## src/rtl/plic_gateway_pkg.sv

```systemverilog
// Shared definitions for the PLIC interrupt gateway: default sizing and per-source state encoding.
// The PLIC_GW_EDGE_CNT_EN build option is consumed by plic_gateway and plic_gw_src.
package plic_gateway_pkg;

    localparam int unsigned PlicNumSrc = 6;
    localparam int unsigned PlicIdW    = 3;
    localparam int unsigned PlicCntW   = 2;

    typedef enum logic [1:0] {
        GwIdle = 2'b00,
        GwPend = 2'b01,
        GwServ = 2'b10
    } gw_state_e;

endpackage

```

## src/rtl/plic_gateway_if.sv

```systemverilog
// Gateway-side bundle: raw interrupt lines, PLIC claim/complete strobes and per-source status.
// Signal suffixes are from the gateway's point of view (slave modport).
interface plic_gateway_if #(
    parameter int unsigned NUM_SRC = 6,
    parameter int unsigned ID_W    = 3
);
    logic [NUM_SRC-1:0] irq_src_i;
    logic [NUM_SRC-1:0] trig_edge_i;
    logic               claim_i;
    logic [ID_W-1:0]    claim_id_i;
    logic               complete_i;
    logic [ID_W-1:0]    complete_id_i;
    logic [NUM_SRC-1:0] pending_o;
    logic [NUM_SRC-1:0] in_service_o;
    logic [NUM_SRC-1:0] dropped_o;

    modport master (
        output irq_src_i,
        output trig_edge_i,
        output claim_i,
        output claim_id_i,
        output complete_i,
        output complete_id_i,
        input  pending_o,
        input  in_service_o,
        input  dropped_o
    );

    modport slave (
        input  irq_src_i,
        input  trig_edge_i,
        input  claim_i,
        input  claim_id_i,
        input  complete_i,
        input  complete_id_i,
        output pending_o,
        output in_service_o,
        output dropped_o
    );

endinterface

```

## src/rtl/plic_gw_src.sv

```systemverilog
// One gateway source: 2-flop synchroniser, edge detect, IDLE/PENDING/SERVICE handshake and rearm.
// With PLIC_GW_EDGE_CNT_EN defined, edges seen while PENDING also count toward rearm.
module plic_gw_src
    import plic_gateway_pkg::*;
#(
    parameter int unsigned ID      = 1,
    parameter int unsigned ID_W    = 3,
    parameter int unsigned REARM_W = 1
) (
    input  logic            wb_clk_i,
    input  logic            wb_rst_i,
    input  logic            irq_i,
    input  logic            trig_edge_i,
    input  logic            claim_i,
    input  logic [ID_W-1:0] claim_id_i,
    input  logic            complete_i,
    input  logic [ID_W-1:0] complete_id_i,
    output logic            pending_o,
    output logic            in_service_o,
    output logic            dropped_o
);

    localparam logic [ID_W-1:0]    OwnId    = ID_W'(ID);
    localparam logic [REARM_W-1:0] RearmMax = {REARM_W{1'b1}};

    logic s1_q, s2_q, prev_q;

    gw_state_e          state_q;
    logic [REARM_W-1:0] rearm_q;
    logic [REARM_W-1:0] rearm_inc;
    logic               pending_q, in_service_q, dropped_q;

    logic rise, req, edge_evt, count_edge, drop;
    logic claim_hit, complete_hit;

    always_ff @(posedge wb_clk_i or posedge wb_rst_i) begin
        if (wb_rst_i) begin
            s1_q   <= 1'b0;
            s2_q   <= 1'b0;
            prev_q <= 1'b0;
        end else begin
            s1_q   <= irq_i;
            s2_q   <= s1_q;
            prev_q <= s2_q;
        end
    end

    // prev resets low, so a line already high at reset release yields one rise.
    assign rise     = s2_q & ~prev_q;
    assign req      = trig_edge_i ? rise : s2_q;
    assign edge_evt = trig_edge_i & rise;

    // Out-of-range IDs can never equal OwnId, so they fall out naturally.
    assign claim_hit    = claim_i && (claim_id_i == OwnId);
    assign complete_hit = complete_i && (complete_id_i == OwnId);

`ifdef PLIC_GW_EDGE_CNT_EN
    assign count_edge = edge_evt & ((state_q == GwServ) | (state_q == GwPend));
`else
    assign count_edge = edge_evt & (state_q == GwServ);
`endif

    always_comb begin
        rearm_inc = rearm_q;
        drop      = 1'b0;
        if (count_edge) begin
            if (rearm_q == RearmMax) begin
                drop = 1'b1;
            end else begin
                rearm_inc = rearm_q + 1'b1;
            end
        end
    end

    always_ff @(posedge wb_clk_i or posedge wb_rst_i) begin
        if (wb_rst_i) begin
            state_q      <= GwIdle;
            rearm_q      <= '0;
            pending_q    <= 1'b0;
            in_service_q <= 1'b0;
            dropped_q    <= 1'b0;
        end else begin
            dropped_q <= drop;
            rearm_q   <= rearm_inc;
            unique case (state_q)
                GwIdle: begin
                    if (req) begin
                        state_q   <= GwPend;
                        pending_q <= 1'b1;
                    end
                end
                GwPend: begin
                    if (claim_hit) begin
                        state_q      <= GwServ;
                        pending_q    <= 1'b0;
                        in_service_q <= 1'b1;
                    end
                end
                GwServ: begin
                    // An edge in this same cycle is already folded into rearm_inc.
                    if (complete_hit) begin
                        in_service_q <= 1'b0;
                        if (rearm_inc != '0) begin
                            state_q   <= GwPend;
                            pending_q <= 1'b1;
                            rearm_q   <= rearm_inc - 1'b1;
                        end else begin
                            state_q <= GwIdle;
                        end
                    end
                end
                default: begin
                    state_q      <= GwIdle;
                    pending_q    <= 1'b0;
                    in_service_q <= 1'b0;
                end
            endcase
        end
    end

    assign pending_o    = pending_q;
    assign in_service_o = in_service_q;
    assign dropped_o    = dropped_q;

endmodule

```

## src/rtl/plic_gateway.sv

```systemverilog
// PLIC interrupt gateway: NUM_SRC independent plic_gw_src slices, source k+1 on bit k.
// Define PLIC_GW_EDGE_CNT_EN to widen the per-source rearm flag into a CNT_W-bit counter.
module plic_gateway
    import plic_gateway_pkg::*;
#(
    parameter int unsigned NUM_SRC = PlicNumSrc,
    parameter int unsigned ID_W    = PlicIdW,
    parameter int unsigned CNT_W   = PlicCntW
) (
    input  logic           wb_clk_i,
    input  logic           wb_rst_i,
    plic_gateway_if.slave  gw
);

`ifdef PLIC_GW_EDGE_CNT_EN
    localparam int unsigned RearmW = CNT_W;
`else
    localparam int unsigned RearmW = 1;
`endif

    // ID 0 is reserved, so every source ID must fit beside it.
    if ((1 << ID_W) <= NUM_SRC) begin : g_bad_id_w
        $error("plic_gateway: ID_W too narrow for NUM_SRC");
    end
    if (CNT_W == 0) begin : g_bad_cnt_w
        $error("plic_gateway: CNT_W must be at least 1");
    end

    logic [NUM_SRC-1:0] pend_vec;
    logic [NUM_SRC-1:0] serv_vec;
    logic [NUM_SRC-1:0] drop_vec;

    for (genvar k = 0; k < NUM_SRC; k++) begin : g_src
        plic_gw_src #(
            .ID      (k + 1),
            .ID_W    (ID_W),
            .REARM_W (RearmW)
        ) u_src (
            .wb_clk_i      (wb_clk_i),
            .wb_rst_i      (wb_rst_i),
            .irq_i         (gw.irq_src_i[k]),
            .trig_edge_i   (gw.trig_edge_i[k]),
            .claim_i       (gw.claim_i),
            .claim_id_i    (gw.claim_id_i),
            .complete_i    (gw.complete_i),
            .complete_id_i (gw.complete_id_i),
            .pending_o     (pend_vec[k]),
            .in_service_o  (serv_vec[k]),
            .dropped_o     (drop_vec[k])
        );
    end

    assign gw.pending_o    = pend_vec;
    assign gw.in_service_o = serv_vec;
    assign gw.dropped_o    = drop_vec;

endmodule

```

## src/flat_wrapper.sv

```systemverilog
// flat-port wrapper written by rule: the top's interface ports become plain ports
module plic_gateway_flat import plic_gateway_pkg::*;
#(
    parameter int unsigned NUM_SRC = PlicNumSrc,
    parameter int unsigned ID_W    = PlicIdW,
    parameter int unsigned CNT_W   = PlicCntW
)
  (wb_clk_i, wb_rst_i, gw_irq_src_i, gw_trig_edge_i, gw_claim_i, gw_claim_id_i, gw_complete_i, gw_complete_id_i, gw_pending_o, gw_in_service_o, gw_dropped_o);
  plic_gateway_if #(.NUM_SRC(NUM_SRC), .ID_W(ID_W)) gw_i ();
  input  logic wb_clk_i;
  input  logic wb_rst_i;
  input wire logic [$bits(gw_i.irq_src_i)-1:0] gw_irq_src_i;
  input wire logic [$bits(gw_i.trig_edge_i)-1:0] gw_trig_edge_i;
  input wire logic [$bits(gw_i.claim_i)-1:0] gw_claim_i;
  input wire logic [$bits(gw_i.claim_id_i)-1:0] gw_claim_id_i;
  input wire logic [$bits(gw_i.complete_i)-1:0] gw_complete_i;
  input wire logic [$bits(gw_i.complete_id_i)-1:0] gw_complete_id_i;
  output wire logic [$bits(gw_i.pending_o)-1:0] gw_pending_o;
  output wire logic [$bits(gw_i.in_service_o)-1:0] gw_in_service_o;
  output wire logic [$bits(gw_i.dropped_o)-1:0] gw_dropped_o;
  assign gw_i.irq_src_i = gw_irq_src_i;
  assign gw_i.trig_edge_i = gw_trig_edge_i;
  assign gw_i.claim_i = gw_claim_i;
  assign gw_i.claim_id_i = gw_claim_id_i;
  assign gw_i.complete_i = gw_complete_i;
  assign gw_i.complete_id_i = gw_complete_id_i;
  assign gw_pending_o = gw_i.pending_o;
  assign gw_in_service_o = gw_i.in_service_o;
  assign gw_dropped_o = gw_i.dropped_o;
  plic_gateway #(.NUM_SRC(NUM_SRC), .ID_W(ID_W), .CNT_W(CNT_W)) u_core (.wb_clk_i(wb_clk_i), .wb_rst_i(wb_rst_i), .gw(gw_i));
endmodule
```

## config.mk

```make
export PLATFORM = sky130hd
export DESIGN_NAME = plic_gateway_flat
export DESIGN_NICKNAME = d
export VERILOG_FILES = /design/src/rtl/plic_gateway_pkg.sv /design/src/rtl/plic_gateway_if.sv /design/src/rtl/plic_gw_src.sv /design/src/rtl/plic_gateway.sv /design/src/flat_wrapper.sv
export SDC_FILE = /design/constraint.sdc
export NUM_CORES = 1
export LEC_CHECK = 0
export BUFFER_PORTS_ARGS = -buffer_cell sky130_fd_sc_hd__buf_4
export CAP_MARGIN = 20
export CORE_UTILIZATION = 38
export DETAILED_ROUTE_END_ITERATION = 6
export GPL_ROUTABILITY_DRIVEN = 0
export GPL_TIMING_DRIVEN = 0
export RECOVER_POWER = 50
export SKIP_LAST_GASP = 1
export SYNTH_ARGS = -nofsm -noshare
export SYNTH_HDL_FRONTEND = slang
export SYNTH_SLANG_ARGS = --single-unit
```

## constraint.sdc

```tcl
create_clock -name wb_clk_i -period 3.2 [get_ports wb_clk_i]
set_input_delay 0.48 -clock wb_clk_i [delete_from_list [all_inputs] [get_ports wb_clk_i]]
set_output_delay 0.48 -clock wb_clk_i [all_outputs]
set_load 0.02 [all_outputs]
```

-- After elaboration in Yosys (flattened, before gate mapping)
Index checks and enable logic that the tools add are counted.
- flip-flop bits (word level): 54
- output and inout bits: 18
- logic and storage cells: 300
- add/sub/neg operators: 12
- equal/unequal tests: 48
- multiplexer cells: 126
- bitwise logic cells: 30
- reductions and logical operators: 36
- operators by type and width (cell ; count):
    $mux W1 ; 90
    $ne A2 B2 Y1 const B ; 24
    $mux W2 ; 18
    $pmux W1 S3 ; 12
    $pmux W2 S3 ; 6
    $reduce_and A3 Y1 ; 12
    $reduce_and A4 Y1 ; 6
    $and A1 B1 Y1 ; 18
    $eq A3 B3 Y1 const B ; 6
    $eq A2 B1 Y1 const B ; 6
    $eq A2 B2 Y1 const B ; 6
    $eq A3 B2 Y1 const B ; 4
    $logic_and A1 B1 Y1 ; 12
    $logic_not A2 Y1 ; 6
    $not A1 Y1 ; 12
    $add A1 B1 Y1 const B ; 6
    $eq A3 B1 Y1 const B ; 2
    $sub A1 B1 Y1 const B ; 6

-- Logic depth before layout (Yosys ltp)
Gate-level depths: netlist of run 1.
- depth after elaboration: 9
- gate-level depth with buffers: 4

-- Modules after synthesis
Synthesis of run 1 repeated with hierarchy kept, for this count alone.
- cell total of the unflattened synthesis: 193
- area, all modules: 2373.5 um^2
- by module, submodules not included (module ; times used ; cells an instance ; area each (um^2) ; seq. area each (um^2)):
    plic_gw_src (u_core.g_src[0].u_src ...) ; 3 ; 32 ; 400.4 ; 225.2
    plic_gw_src (u_core.g_src[4].u_src ...) ; 2 ; 32 ; 387.9 ; 225.2
    plic_gw_src (u_core.g_src[2].u_src) ; 1 ; 33 ; 396.6 ; 225.2

-- Least setup slack after synthesis of run 1
Ideal clock, no wire load.
- kind: input to register
- start: in gw_trig_edge_i[2]
- end: reg u_core.g_src[2].u_src.state_q[0]
- arrival time: 1087 ps
- data required time: 3089 ps
- path slack: 2001 ps
- cell stages on the path: 3
- cells stage by stage: and3b_1 -> o221ai_1 -> a2111oi_2
- longest elaborated chain between the ends: 6
- elaborated cells on any way between the ends: 9
- classes of those cells: 1 x eq/ne; 5 x mux; 2 x bitwise; 1 x reduce/logical
- RTL lines (element ; RTL line ; text):
    from (decl) ; flat_wrapper.sv:13 ; input wire logic [$bits(gw_i.trig_edge_i)-1:0] gw_trig_edge_i;
    $and A1 B1 Y1 ; plic_gw_src.sv:51 ; assign edge_evt = trig_edge_i & rise;
    $and A1 B1 Y1 ; plic_gw_src.sv:60 ; assign count_edge = edge_evt & (state_q == GwServ);
    $mux W1 ; plic_gw_src.sv:66 ; if (count_edge) begin
    $mux W1 ; plic_gw_src.sv:103 ; if (rearm_inc != '0) begin
    $mux W2 ; plic_gw_src.sv:101 ; if (complete_hit) begin
    $pmux W2 S3 ; plic_gw_src.sv:85 ; unique case (state_q)
    to (signal assigned) ; plic_gw_src.sv:88 ; state_q <= GwPend;
    to (signal assigned) ; plic_gw_src.sv:104 ; state_q <= GwPend;
    to (signal assigned) ; plic_gw_src.sv:108 ; state_q <= GwIdle;
    to (decl) ; plic_gw_src.sv:28 ; gw_state_e state_q;
Several ways; a longest one is shown, not always the timed one. The select of a mux whose other input is x is not followed.
A chain may end at the register's enable or synchronous reset.

-- Worst setup path in the final report of run 1
- start: reg u_core.g_src[0].u_src.in_service_q
- end: out gw_in_service_o[0]
- RTL lines (element ; RTL line ; text):
    from (decl) ; plic_gw_src.sv:31 ; logic pending_q, in_service_q, dropped_q;
    from (signal assigned) ; plic_gw_src.sv:80 ; in_service_q <= 1'b0;
    from (signal assigned) ; plic_gw_src.sv:96 ; in_service_q <= 1'b1;
    from (signal assigned) ; plic_gw_src.sv:102 ; in_service_q <= 1'b0;
    to (decl) ; flat_wrapper.sv:19 ; output wire logic [$bits(gw_i.in_service_o)-1:0] gw_in_service_o;
No word-level cell between the ends.

==> results.json, run 1 <==
{
  "crit_required_ps": 2720,
  "synth_mux_area_frac": 0.0161,
  "die_y_um": 82.8,
  "power_frac_seq": 0.492,
  "finalNonFillerCells": 343,
  "placedInstanceArea_um2": 2890,
  "leakage_nw": 1.38,
  "fin_nets": 287,
  "synth-main-ff-cell": "dfrtp_1",
  "timing.final.crit_share": 0.461,
  "grt_first_pass_wirelength_mm": 7.39,
  "ios": 40,
  "core_area_um2": 6310,
  "cts.sinks": 54,
  "ys_ff_latch": 54,
  "fmax_ghz": 0.677,
  "dpl_worst_slack_ps": 1810,
  "syn-cell-area_um2": 2480,
  "synth_xor_area_frac": 0,
  "antenna_left": 0,
  "cts_tree": "done",
  "ir_drop_uv": 311,
  "grt_max_degree": 39,
  "setup_viol": 0,
  "synth_compound_area_frac": 0.165,
  "synth.most_common_cell": "dfrtp_1",
  "wire_per_inst_um": 12.5,
  "cp-start-kind": "flop",
  "power.internal_w": 0.00129,
  "yosysSeqAreaShare": 0.545,
  "crit_family": "flip-flops",
  "final_cell_area_um2": 2980,
  "holdBufCountCts": 0,
  "power_w": 0.00183,
  "synthTopCellsByCount": "54 x dfrtp_1, 19 x buf_4, 12 x nand2_1",
  "synth_top_area_cell": "dfrtp_1",
  "dp_hpwl_mm": 3.19,
  "grt_pass1_vias": 1640,
  "synthArstFlopShare": 1.00,
  "powerDensity_nw_per_um2": 615,
  "cts_resized": 0,
  "max-clock-path-buffers": 2,
  "crit_path_end_kind": "primary output",
  "clkPwrFrac": 0.207,
  "antenna_found_initial": 0,
  "die_w_um": 82.8,
  "status": "finished, final reports clean",
  "crit_top_cell": "buf_4",
  "vias_per_cell": 5.00,
  "drc": 0,
  "worstSetupPathType": "reg -> out",
  "hp-class": "in -> async",
  "cp_max_fo": 3,
  "hold_viol": 0,
  "drv_cap": 0,
  "clock_skew_ps": 3.68,
  "grt_usage": 0.134,
  "cp_slowest_cell": "dfrtp_1",
  "rsz0062_at_grt": "no",
  "critPathMaxStageDelay_ps": 410,
  "synthSimpleGateAreaFrac": 0.196,
  "synthDominantCellAreaShare": 0.545,
  "drtPass1Iterations": 4,
  "post_cts_buffers": 0,
  "netSwitchingFraction": 0.296,
  "yosysUniqueCellTypes": 46,
  "start_util": 0.393,
  "wirelength_mm": 4.27,
  "synth_fa_ha_area_frac": 0,
  "io_buffer_count": 39,
  "crit_chain": "buf_4 > buf_4",
  "syn-num-nets": 240,
  "arrival_ps": 1000,
  "gr-total-overflow": 0,
  "drtIter0Drc": 72,
  "avgSynthCellArea_um2": 11.4,
  "switchingPower_w": 0.000543,
  "die-area_um2": 6860,
  "cts_max_level": 2,
  "fin_tns_setup_ps": 0,
  "n_antenna_cell": 0,
  "setup_ws_ps": 1720,
  "relSlewSlack": 0.561,
  "crit_buf_inv": 2,
  "synth_top_family_by_area": "simple AND/OR/NAND/NOR gates",
  "clkTransAtPathRegs_ps": 90,
  "numCtsBuffers": 5,
  "tightestPinTransition_ps": 658,
  "drv_slew": 0,
  "layout-drive-gt1-share": 0.293,
  "clk_latency_ps": 300,
  "ctsRootBufferMaster": "clkbuf_8",
  "ys_top_cells_by_area": "dfrtp_1 54%, buf_4 5.7%, nand2b_1 2.5%",
  "synthCells": 218,
  "pwr-share-comb": 0.301,
  "yosysWarnings": 0,
  "vias": 1714,
  "area.growth.synth_to_final_pct": 20.2,
  "fin_crit_ps": 1480,
  "synth_edf_count": 0,
  "row_count": 29,
  "dp_cells": 335
}
-- sequential cells by signal, summed over array words and instances, names as in the netlist --
name and flops:
u_core.g_src.u_src.pending_o 6, u_core.g_src.u_src.s2_q 6, u_core.g_src.u_src.prev_q 6, u_core.g_src.u_src.in_service_o 6, u_core.g_src.u_src.dropped_o 6, u_core.g_src.u_src.rearm_q 6, u_core.g_src.u_src.s1_q 6, u_core.g_src.u_src.state_q 12
-- path summary, 6_finish.rpt --
path                       slack, ps                                            to  cells after the start                                            from
max                             1720                            gw_in_service_o[0]                      2  u_core.g_src[0].u_src.in_service_o$_DFFE_PP0P_
min                              260   u_core.g_src[1].u_src.pending_o$_DFFE_PP0P_                      2                                        wb_rst_i
min in group wb_clk_i            300          u_core.g_src[2].u_src.s1_q$_DFF_PP0_                      1                                 gw_irq_src_i[2]
max in group asynchronous       2310        u_core.g_src[0].u_src.prev_q$_DFF_PP0_                      3                                        wb_rst_i
min reg2reg                      350          u_core.g_src[0].u_src.s2_q$_DFF_PP0_                      0            u_core.g_src[0].u_src.s1_q$_DFF_PP0_
max reg2reg                     1930  u_core.g_src[2].u_src.state_q[0]$_DFFE_PP0P_                      3    u_core.g_src[2].u_src.state_q[0]$_DFFE_PP0P_
-- area by class of cell --
| type | instances | area, um2 |
|---|---|---|
| clock buffer | 7 | 86.3 |
| buffer | 22 | 158 |
| clock inverter | 1 | 5.00 |
| sequential | 54 | 1350 |
| multi-input combinational | 132 | 935 |
| inverter | 10 | 37.5 |
| tap | 77 | 96.3 |
| timing repair buffer | 40 | 313 |
| fill | 616 | 3330 |
-- placed cells by master, fill, tap and decap left out, drive strengths merged, types with 5 or more instances in the layout --
cell type / n
buf: 55
dfrtp: 54
clkbuf: 14
nand2: 12
inv: 10
nand2b: 10
o21ai: 9
nor2: 7
and4b: 6
nor2b: 6
a21oi: 6
and2: 6
nand3: 5
o2bb2ai: 5
-- metrics by stage --
step | utilization | hold slack, ps
after detailed placement | 0.458 | 335
final | 0.472 | 264
after floorplan | - | 331
after global routing | 0.472 | 281
after global placement | 0.455 | 332
after CTS | 0.472 | 144
-- routing by layer --
metal  track usage  wire length, um  up-vias
met2         0.209             1960       33
met4        0.0517               72        0
met3        0.0398              217        6
li1              -                -      867
met5             0                0        -
met1         0.176             2020      808
-- kinds of logic after synthesis --
family | after synthesis
flops | 54
buf+inv | 32
mux | 4
simple gates | 74
compound gates | 54
-- power groups by stage --
| stage | Combinational (W) | Sequential (W) | Clock (W) |
|---|---|---|---|
| after floorplan | 0.000396 | 0.000888 | 0 |
| after global placement | 0.000552 | 0.000914 | 0 |
| after detailed placement | 0.000560 | 0.000913 | 0 |
| after CTS | 0.000561 | 0.000901 | 0.000405 |
| after global routing | 0.000602 | 0.000919 | 0.000421 |
| final | 0.000552 | 0.000902 | 0.000381 |
No activity file was read; power rests on OpenSTA's default activity.
==> run 2, diff against run 1 <==
--- a/config.mk
+++ b/config.mk
@@ -5,6 +5,7 @@
 export SDC_FILE = /design/constraint.sdc
 export NUM_CORES = 1
 export LEC_CHECK = 0
+export ABC_AREA = 1
 export BUFFER_PORTS_ARGS = -buffer_cell sky130_fd_sc_hd__buf_4
 export CAP_MARGIN = 20
 export CORE_UTILIZATION = 38
==> constraint.sdc (replaced) <==
create_clock -name wb_clk_i -period 1.2 [get_ports wb_clk_i]
set_input_delay 0.18 -clock wb_clk_i [delete_from_list [all_inputs] [get_ports wb_clk_i]]
set_output_delay 0.18 -clock wb_clk_i [all_outputs]
set_load 0.02 [all_outputs]
==> run 2 against run 1 <==
Net effect: sequential share of layout area down 0.84 points; sequential power rose to 2.7 times the previous value; first-iteration DRC count up 40%; worst setup slack worse by 1700 ps; via count up 12%; clock power rose to 2.7 times the previous value; die area down 2.2%; critical path type unchanged; core utilization up 3.2 points.
==> results.json, run 2 <==
{
  "synthTopCellsByCount": "86 x nand2_1, 54 x dfrtp_1, 34 x inv_1",
  "cp-start-kind": "flop",
  "tightestPinTransition_ps": 416,
  "die-area_um2": 6710,
  "grt_pass1_vias": 1806,
  "clkTransAtPathRegs_ps": 90,
  "leakage_nw": 1.67,
  "core_area_um2": 6030,
  "start_util": 0.403,
  "fin_tns_setup_ps": 0,
  "synth_edf_count": 0,
  "clk_latency_ps": 300,
  "vias": 1919,
  "ir_drop_uv": 944,
  "arrival_ps": 970,
  "drtPass1Iterations": 4,
  "grt_max_degree": 38,
  "powerDensity_nw_per_um2": 1790,
  "relSlewSlack": 0.722,
  "ys_ff_latch": 54,
  "yosysUniqueCellTypes": 20,
  "crit_chain": "buf_4 > buf_4",
  "syn-num-nets": 312,
  "cp_max_fo": 2,
  "cts.sinks": 54,
  "wirelength_mm": 4.24,
  "placedInstanceArea_um2": 2840,
  "syn-cell-area_um2": 2430,
  "hold_viol": 0,
  "yosysSeqAreaShare": 0.557,
  "cts_max_level": 2,
  "yosysWarnings": 0,
  "critPathMaxStageDelay_ps": 390,
  "avgSynthCellArea_um2": 8.37,
  "holdWs_ps": 171,
  "synth.most_common_cell": "nand2_1",
  "cp_slowest_cell": "dfrtp_1",
  "netSwitchingFraction": 0.347,
  "setup_viol": 0,
  "top_register": "u_core.g_src.u_src.state_q",
  "clkPwrFrac": 0.188,
  "drc": 0,
  "n_antenna_cell": 0,
  "power.internal_w": 0.00355,
  "antenna_left": 0,
  "clock_skew_ps": 6.79,
  "synth_top_area_cell": "dfrtp_1",
  "largest_reg_flops": 12,
  "power_w": 0.00544,
  "final_cell_area_um2": 3040,
  "wire_per_inst_um": 10.1,
  "io_buffer_count": 39,
  "crit_top_cell": "buf_4",
  "ys_top_cells_by_area": "dfrtp_1 56%, nand2_1 13%, buf_4 5.6%",
  "rsz0062_at_grt": "yes",
  "grt_first_pass_wirelength_mm": 7.56,
  "grt_usage": 0.149,
  "r2r_setup_slack_ps": 100,
  "row_count": 28,
  "pwr-share-comb": 0.365,
  "vias_per_cell": 4.56,
  "synthCells": 290,
  "area.growth.synth_to_final_pct": 25.2,
  "status": "finished, final reports clean",
  "die_y_um": 81.9,
  "drv_cap": 0,
  "ios": 40,
  "synth-main-ff-cell": "dfrtp_1",
  "fin_crit_ps": 1150,
  "crit_path_end_kind": "primary output",
  "final_cell_mix": "83 x nand2_1, 54 x dfrtp_1, 48 x buf_4, 32 x inv_1, 22 x nor2_1",
  "final_common_cell": "nand2_1",
  "numCtsBuffers": 5,
  "hp-class": "in -> reg",
  "timing.final.crit_share": 0.957,
  "max-clock-path-buffers": 2,
  "synthArstFlopShare": 1.00,
  "drtIter0Drc": 101,
  "worstSetupPathType": "reg -> out",
  "dp_hpwl_mm": 3.20,
  "fmax_ghz": 0.871,
  "layout-drive-gt1-share": 0.272,
  "synthDominantCellAreaShare": 0.557,
  "antenna_found_initial": 0,
  "crit_required_ps": 1020,
  "fin_nets": 367,
  "drv_slew": 0,
  "die_w_um": 81.9,
  "switchingPower_w": 0.00189,
  "power_frac_seq": 0.447,
  "cts_tree": "done",
  "gr-total-overflow": 0,
  "ctsRootBufferMaster": "clkbuf_8"
}
## run 2: logic make-up after synthesis
family          Yosys count  share of synthesized area
compound gates           21                     0.0490
buf+inv                  60                      0.121
simple gates            155                      0.273
flops                    54                      0.557
## run 2: routing by layer
layer  GRT usage  vias up  part of all wire
li1            -      993                 -
met1       0.193      886              0.48
met2       0.244       33              0.47
met3      0.0356        7             0.038
met4      0.0474        0             0.013
met5           0        -                 0
## run 2: power by group through the flow
stage	combinational (W)	sequential (W)	clock, W
6_report	0.00199	0.00243	0.00102
5_1_grt	0.00227	0.00248	0.00115
4_1_cts	0.00195	0.00241	0.00109
3_5_place_dp	0.00192	0.00245	0
3_3_place_gp	0.00190	0.00245	0
2_1_floorplan	0.00143	0.00239	0
## run 2: cell type report
type	count	area [um2]
tap	75	93.8
multi-input combinational	176	807
inverter	42	161
buffer	18	135
clock buffer	7	86.3
fill	595	2990
sequential	54	1350
clock inverter	1	5.00
timing repair buffer	48	398
## run 2: timing repair
action,CTS,global route
endpoints found under the hold margin,23,0
setup endpoints to repair,0,13
buffers inserted,0,1
gates resized for setup,0,14
hold buffers,7,0
## run 2: through the flow
| step | setup slack [ps] | std cells | util |
|---|---|---|---|
| finish | 52.1 | 421 | 0.504 |
| global route | -7.19 | 421 | 0.504 |
| CTS | 16.5 | 420 | 0.498 |
| detailed placement | 73.1 | 405 | 0.471 |
| global placement | 30.1 | 404 | 0.467 |
| floorplan | 183 | 290 | - |
## run 2: final timing paths
path / startpoint / to / depth (start not counted)
worst max-delay path: u_core.g_src[0].u_src.pending_o$_DFFE_PP0P_ / gw_pending_o[0] / 2
worst min-delay path: gw_trig_edge_i[5] / u_core.g_src[5].u_src.dropped_o$_DFF_PP0_ / 3
worst max register to register: u_core.g_src[0].u_src.state_q[0]$_DFFE_PP0P_ / u_core.g_src[0].u_src.pending_o$_DFFE_PP0P_ / 8
worst min register to register: u_core.g_src[1].u_src.s1_q$_DFF_PP0_ / u_core.g_src[1].u_src.s2_q$_DFF_PP0_ / 0
max in group asynchronous: wb_rst_i / u_core.g_src[1].u_src.in_service_o$_DFFE_PP0P_ / 4
min in group asynchronous: wb_rst_i / u_core.g_src[0].u_src.s1_q$_DFF_PP0_ / 3
## run 2: critical path, delay by kind of cell, from the launching register on
kind	cells	cell delay (ps)
flip-flops	1	390
buffers and inverters	2	270
